`src/rtl/fetch_if_id_stage.sv`:
```
// Instruction fetch stage with the IF/ID pipeline register. It owns the PC and handles
// stall, branch redirect/flush, HALT, and a sticky watchdog for over-long stalls.
module fetch_if_id_stage #(
  parameter int          PC_W      = 8,
  parameter logic [3:0]  HALT_OP   = 4'hF,
  parameter int          MAX_STALL = 15
) (
  input  logic            clk,
  input  logic            rst,
  input  logic            stallPC,
  input  logic            branch_taken,
  input  logic [PC_W-1:0] branch_target,
  input  logic [15:0]     imem_data,
  output logic [PC_W-1:0] imem_addr,
  output logic [15:0]     IF_ID_instr,
  output logic [PC_W-1:0] IF_ID_pc1,
  output logic            IF_ID_valid,
  output logic [3:0]      IF_ID_rd,
  output logic [3:0]      IF_ID_rs,
  output logic [3:0]      IF_ID_rt,
  output logic            halted,
  output logic            stall_err
);

  localparam logic [0:0] ST_RUN  = 1'b0;
  localparam logic [0:0] ST_HALT = 1'b1;
  localparam logic [7:0] STALL_LIM = 8'(MAX_STALL);

  logic [PC_W-1:0] pc_q, pc_d;
  logic [15:0]     instr_q, instr_d;
  logic [PC_W-1:0] pc1_q, pc1_d;
  logic            valid_q, valid_d;
  logic [0:0]      state_q, state_d;
  logic [7:0]      stall_cnt_q, stall_cnt_d;
  logic            err_q, err_d;
  logic            stall_app;
  logic [PC_W-1:0] pc_inc;

  assign pc_inc    = pc_q + 1'b1;
  assign stall_app = (state_q == ST_RUN) && stallPC && !branch_taken;

  always_comb begin
    pc_d    = pc_q;
    instr_d = instr_q;
    pc1_d   = pc1_q;
    valid_d = valid_q;
    state_d = state_q;
    if (branch_taken) begin
      pc_d    = branch_target;
      instr_d = 16'h0000;
      valid_d = 1'b0;
      state_d = ST_RUN;
    end else if (state_q == ST_HALT) begin
      instr_d = 16'h0000;
      valid_d = 1'b0;
    end else if (!stallPC) begin
      instr_d = imem_data;
      pc1_d   = pc_inc;
      valid_d = 1'b1;
      // A HALT instruction is still delivered to decode; only the PC freezes.
      if (imem_data[15:12] == HALT_OP) begin
        state_d = ST_HALT;
      end else begin
        pc_d = pc_inc;
      end
    end
  end

  always_comb begin
    stall_cnt_d = 8'd0;
    err_d       = err_q;
    if (stall_app) begin
      stall_cnt_d = (stall_cnt_q == STALL_LIM) ? stall_cnt_q : stall_cnt_q + 8'd1;
      if (stall_cnt_q == STALL_LIM) err_d = 1'b1;
    end
  end

  always_ff @(posedge clk) begin
    if (rst) begin
      pc_q        <= '0;
      instr_q     <= 16'h0000;
      pc1_q       <= '0;
      valid_q     <= 1'b0;
      state_q     <= ST_RUN;
      stall_cnt_q <= 8'd0;
      err_q       <= 1'b0;
    end else begin
      pc_q        <= pc_d;
      instr_q     <= instr_d;
      pc1_q       <= pc1_d;
      valid_q     <= valid_d;
      state_q     <= state_d;
      stall_cnt_q <= stall_cnt_d;
      err_q       <= err_d;
    end
  end

  assign imem_addr   = pc_q;
  assign IF_ID_instr = instr_q;
  assign IF_ID_pc1   = pc1_q;
  assign IF_ID_valid = valid_q;
  assign IF_ID_rd    = instr_q[11:8];
  assign IF_ID_rs    = instr_q[7:4];
  assign IF_ID_rt    = instr_q[3:0];
  assign halted      = (state_q == ST_HALT);
  assign stall_err   = err_q;

endmodule

```
`config.mk`:
```
export PLATFORM = sky130hd
export DESIGN_NAME = fetch_if_id_stage
export DESIGN_NICKNAME = d
export VERILOG_FILES = /design/src/rtl/fetch_if_id_stage.sv
export SDC_FILE = /design/constraint.sdc
export NUM_CORES = 1
export LEC_CHECK = 0
export BUFFER_PORTS_ARGS = -buffer_cell sky130_fd_sc_hd__buf_2
export CAP_MARGIN = 0
export CORE_ASPECT_RATIO = 1.25
export CORE_UTILIZATION = 40
export DETAILED_ROUTE_END_ITERATION = 10
export GPL_TIMING_DRIVEN = 0
export HOLD_SLACK_MARGIN = 0.08
export PLACE_DENSITY_LB_ADDON = 0.05
export SETUP_SLACK_MARGIN = 0.1
export SLEW_MARGIN = 10
export SYNTH_ARGS = -nofsm -noshare
export SYNTH_HDL_FRONTEND = slang
export SYNTH_SLANG_ARGS = --single-unit
```
`constraint.sdc`:
```
create_clock -name clk -period 1.6 [get_ports clk]
set_input_delay 0.08 -clock clk [delete_from_list [all_inputs] [get_ports clk]]
set_output_delay 0.08 -clock clk [all_outputs]
set_load 0.05 [all_outputs]
```
==> Word-level counts from Yosys, hierarchy flattened <==
Cells that the tools add are included.
{ "op_classes": {"addsub": 2, "n_eq_ne": 5, "muxes": 7, "n_bitwise": 4, "n_reduce_logical": 9} }
{ "ops": {"columns": ["op", "count"], "rows": [
  ["$mux 8", 4],
  ["$add 8x1->8 const B", 2],
  ["$eq 8x4->1 const B", 1],
  ["$reduce_and 3->1", 2],
  ["$eq 4x4->1 const B", 1],
  ["$ne 2x2->1 const B", 2],
  ["$not 1->1", 4],
  ["$reduce_or 2->1", 2],
  ["$mux 1", 3],
  ["$reduce_or 3->1", 1],
  ["$logic_and 1x1->1", 2],
  ["$ne 2x1->1 const B", 1],
  ["$reduce_and 2->1", 1],
  ["$logic_not 1->1", 1]
]} }
{ "totals": {"ff_bits": 43, "inputBits": 28, "elab_cells": 34} }

==> Longest topological paths before layout <==
{ "depth": {"word_depth": 5, "mapped_depth": 6, "mapped_depth_nobuf": 5} }

==> Worst setup path after synthesis <==
No wires, ideal clock.
{ "synth_path": {"kind": "register -> register", "from": "register pc_q[2], in the netlist imem_addr[2]", "to": "register pc1_q[5], in the netlist IF_ID_pc1[5]", "setup_time_ns": 0.086, "arrival_time_ns": 1.533, "slack_ns": -0.018, "stages_incl_launch_ff": 6, "path_buffers": 1, "period_less_slack_ns": 1.618, "path_cell_list": "dfxtp_1 -> and3_1 -> buf_4 -> nand3_1 -> xor2_1 -> a211oi_1"} }
{ "synth_via": {"elab_chain_len": 1} }
{ "synth_lines": {"columns": ["item", "line", "source"], "rows": [
  ["start: declaration", "29", "logic [PC_W-1:0] pc_q, pc_d;"],
  ["start signal: assignment", "88", "pc_q <= pc_d;"],
  ["$add 8x1->8", "39", "assign pc_inc = pc_q + 1'b1;"],
  ["end signal: assignment", "90", "pc1_q <= pc1_d;"],
  ["end: declaration", "31", "logic [PC_W-1:0] pc1_q, pc1_d;"]
]} }
No other way between the ends.
A chain may end at the register's enable or synchronous reset.

==> Final worst setup path <==
{ "layout_path": {"from": "register stall_cnt_q[0]", "to": "register stall_cnt_q[3]"} }
{ "layout_via": {"elab_chain_len": 1, "elab_cells_between_ends": 2, "cone_classes": "add/sub (1); eq/ne (1)"} }
{ "layout_lines": {"columns": ["item", "line", "source"], "rows": [
  ["start: declaration", "34", "logic [7:0] stall_cnt_q, stall_cnt_d;"],
  ["start signal: assignment", "93", "stall_cnt_q <= stall_cnt_d;"],
  ["$add 8x1->8 or $eq 8x4->1 (tied branches)", "73", "stall_cnt_d = (stall_cnt_q == STALL_LIM) ? stall_cnt_q : stall_cnt_q + 8'd1;"]
]} }
Parallel ways exist; a longest one is shown, timed or not.

==> results.txt <==
# IOs: 75
Final hold vios: 0
Crit path to: stall_cnt_q[3]$_SDFFE_PP0P_
Post-Layout Inst Area: 0.00259 mm²
Most frequent cells in the layout: buf_2, dfxtp_1, nor2_1
Worst VDD drop: 0.516 mV
CP startpoint: stall_cnt_q[0]$_SDFFE_PP0P_
Met3 global-route usage: 0.0294
First-pass GRT wire length: 7060 µm
Die X: 62.7 µm
Reg-to-reg slack, setup: 0.25 ns
Grt met2 use: 0.327
Mapped Area: 0.00184 mm²
Sequential area share after synthesis: 0.467
Peak Freq: 740 MHz
Critical path's top delay family: flip-flops
Min cycle time layout: 1.35 ns
R2R cell count: 6
Clock root cell: clkbuf_8
Post-DP HPWL: 2950 µm
CP bufs+invs: 1
DRT Pass-1 Iters: 4
Post-route clock skew: 0.00854 ns
CTS H-tree depth: 2
Worst Path Required: 1.78 ns
CTS tree: done
Syn avg cell area: 9.26 µm²
# setup viols final: 0
Clk_lat worst skew: 0.29 ns
Syn-to-layout area delta: 40.4%
Flops & latches, synth: 43
Slew at the pin with the worst max-slew slack: 0.527 ns
Reg2reg start: stall_cnt_q[0]$_SDFFE_PP0P_
Filler instances: 424
Cell variety after synth: 29
Mapped Nets: 229
Mapped Cells: 199
Overflow after GRT: 0
Die Ht: 77.9 µm
Busiest grt layer: met2
Most common cell after layout, fill and taps aside: buf_2
CTS Buf Count: 5
Slew Limit Fails: 0
Die ar.: 0.00488 mm²
Worst setup EP type: flop
Storage cell area: 866 µm²
Final nets: 328
Type of the worst min-delay path: primary input to flop
LEAKAGE: 1.23 nW
Tot GR Track Use: 0.183
Setup CP Type: flop to flop
Global placement routability congestion: 0.738
Largest net degree at the start of global routing: 13
First DRT Iteration DRCs: 39
Worst-path clk slew: 0.08 ns
Wirelength per Cell: 11.5 µm
Relative max-transition margin: 0.648
Final period util: 0.844
RSZ-0062 raised after global routing: false
Final antenna-violating net count: 0
Yosys warns: 0
Crit path max-delay cell type: dfxtp_1
I/O Buffers: 73
DRT Wirelength: 4100 µm
Vias post-DR: 1642
Layout cells sized above 1: 0.372
Critical Path AT: 1.54 ns
FF-to-FF End: stall_cnt_q[3]$_SDFFE_PP0P_
Pre-CTS setup slack: 0.103 ns
Fin Hold WS: 0.0973 ns
Max cap viols: 0
Clk buf depth: 2
Final setup margin: 0.249 ns
Placed Area: 0.00229 mm²
Initial antenna violation count: 0
CP startpoint kind: flop
WP depth: 6
Vias in the first global route: 1592
Grt met1 use: 0.215
Core Box Area: 0.00443 mm²
Vias per cell: 4.61
CP peak stage delay: 0.34 ns
Row Count: 27
Status: completed
Multi-input logic area: 843 µm²
Setup tns final: 0 ns
Initial core utilization: 0.416
Worst path cell trace: ha_1 -> and3_1 -> clkbuf_2 -> a21oi_1 -> xnor2_1 -> nor2_1
Worst Path Max Fanout: 5
Residual DRC count: 0
Ant diodes: 0
PD cells: 889 mW/mm²
Sink Count: 43
==> registers in the layout (all words and copies together), names as in the netlist <==
name / count
stall_cnt_q: 8
IF_ID_instr: 16
imem_addr: 8
IF_ID_pc1: 8
stall_err: 1
IF_ID_valid: 1
halted: 1
==> worst register-to-register path: stages, from the launching register on <==
cell      delay (ns)
dfxtp_1         0.34
ha_1            0.23
and3_1          0.18
clkbuf_2        0.14
a21oi_1         0.17
xnor2_1         0.14
nor2_1          0.05
==> cell type report <==
cell class              count  area share
inverters                   5     0.00725
flip-flops and latches     43       0.335
clock buffers               6      0.0319
plain buffers              23      0.0566
well taps                  58      0.0280
repair buffers             92       0.214
multi-input cells         128       0.326
clock inverters             1     0.00193
==> cells in the mapped netlist (all sizes together) <==
cell,number,share of area
dfxtp,43,0.47
nor2,34,0.069
buf,19,0.071
mux2i,18,0.098
xnor2,11,0.052
a21oi,9,0.024
nand2,9,0.018
nand3,8,0.022
a211oi,6,0.027
a22oi,5,0.020
inv,5,0.010
and3,4,0.014
clkbuf,4,0.0081
nor3,4,0.017
o22ai,4,0.014
xor2,3,0.014
a31oi,2,0.0068
ha,2,0.014
o21a,2,0.0081
a311oi,1,0.0048
and2,1,0.0034
nand2b,1,0.0034
nand4,1,0.0034
nor4,1,0.0034
o211ai,1,0.0041
or3,1,0.0034
==> layer usage <==
metal	routed length, µm	up-vias
met4	45	0
met1	1850	721
met5	0	-
met3	205	5
li1	-	859
met2	2000	57
==> power breakdown <==
group,switching (mW),total [mW],internal [mW]
clock network,0.345,0.684,0.339
registers,0.0331,1.15,1.11
logic,0.302,0.470,0.168
==> how the worst min path moves through the flow <==
stage                     start                            to  depth (start not counted)
5_1_grt        branch_target[4]     imem_addr[4]$_SDFFE_PP0P_                          3
4_1_cts        branch_target[5]     imem_addr[5]$_SDFFE_PP0P_                          3
6_report       branch_target[5]     imem_addr[5]$_SDFFE_PP0P_                          3
2_1_floorplan  branch_target[1]     imem_addr[1]$_SDFFE_PP0P_                          2
3_5_place_dp      imem_data[10]  IF_ID_instr[10]$_SDFFE_PP0N_                          3
3_3_place_gp       imem_data[5]   IF_ID_instr[5]$_SDFFE_PP0N_                          3
==> logic make-up after synthesis <==
family	share of synthesized area
AOI/OAI and AO/OA	0.109
xor gates and xnor gates	0.0665
buffers and inverters	0.0889
muxes	0.0978
and+or+nand+nor	0.157
adders and majority gates	0.0136
DFF	0.467
==> repair_timing <==
action,in CTS,in global routing
setup endpoints to repair,3,13
resized for setup,1,5
endpoints found under the hold margin,18,0
setup buffers,0,1
hold buffers,18,0
pin swaps,0,1
==> per-stage QoR <==
stage               cells  total power, mW  utilization
floorplan             199             1.49            -
global placement      330             1.60        0.517
detailed placement    330             1.60        0.517
CTS                   355             2.32        0.578
global route          356             2.41        0.585
finish                356             2.30        0.585
Power figures use the tool's default switching activity.
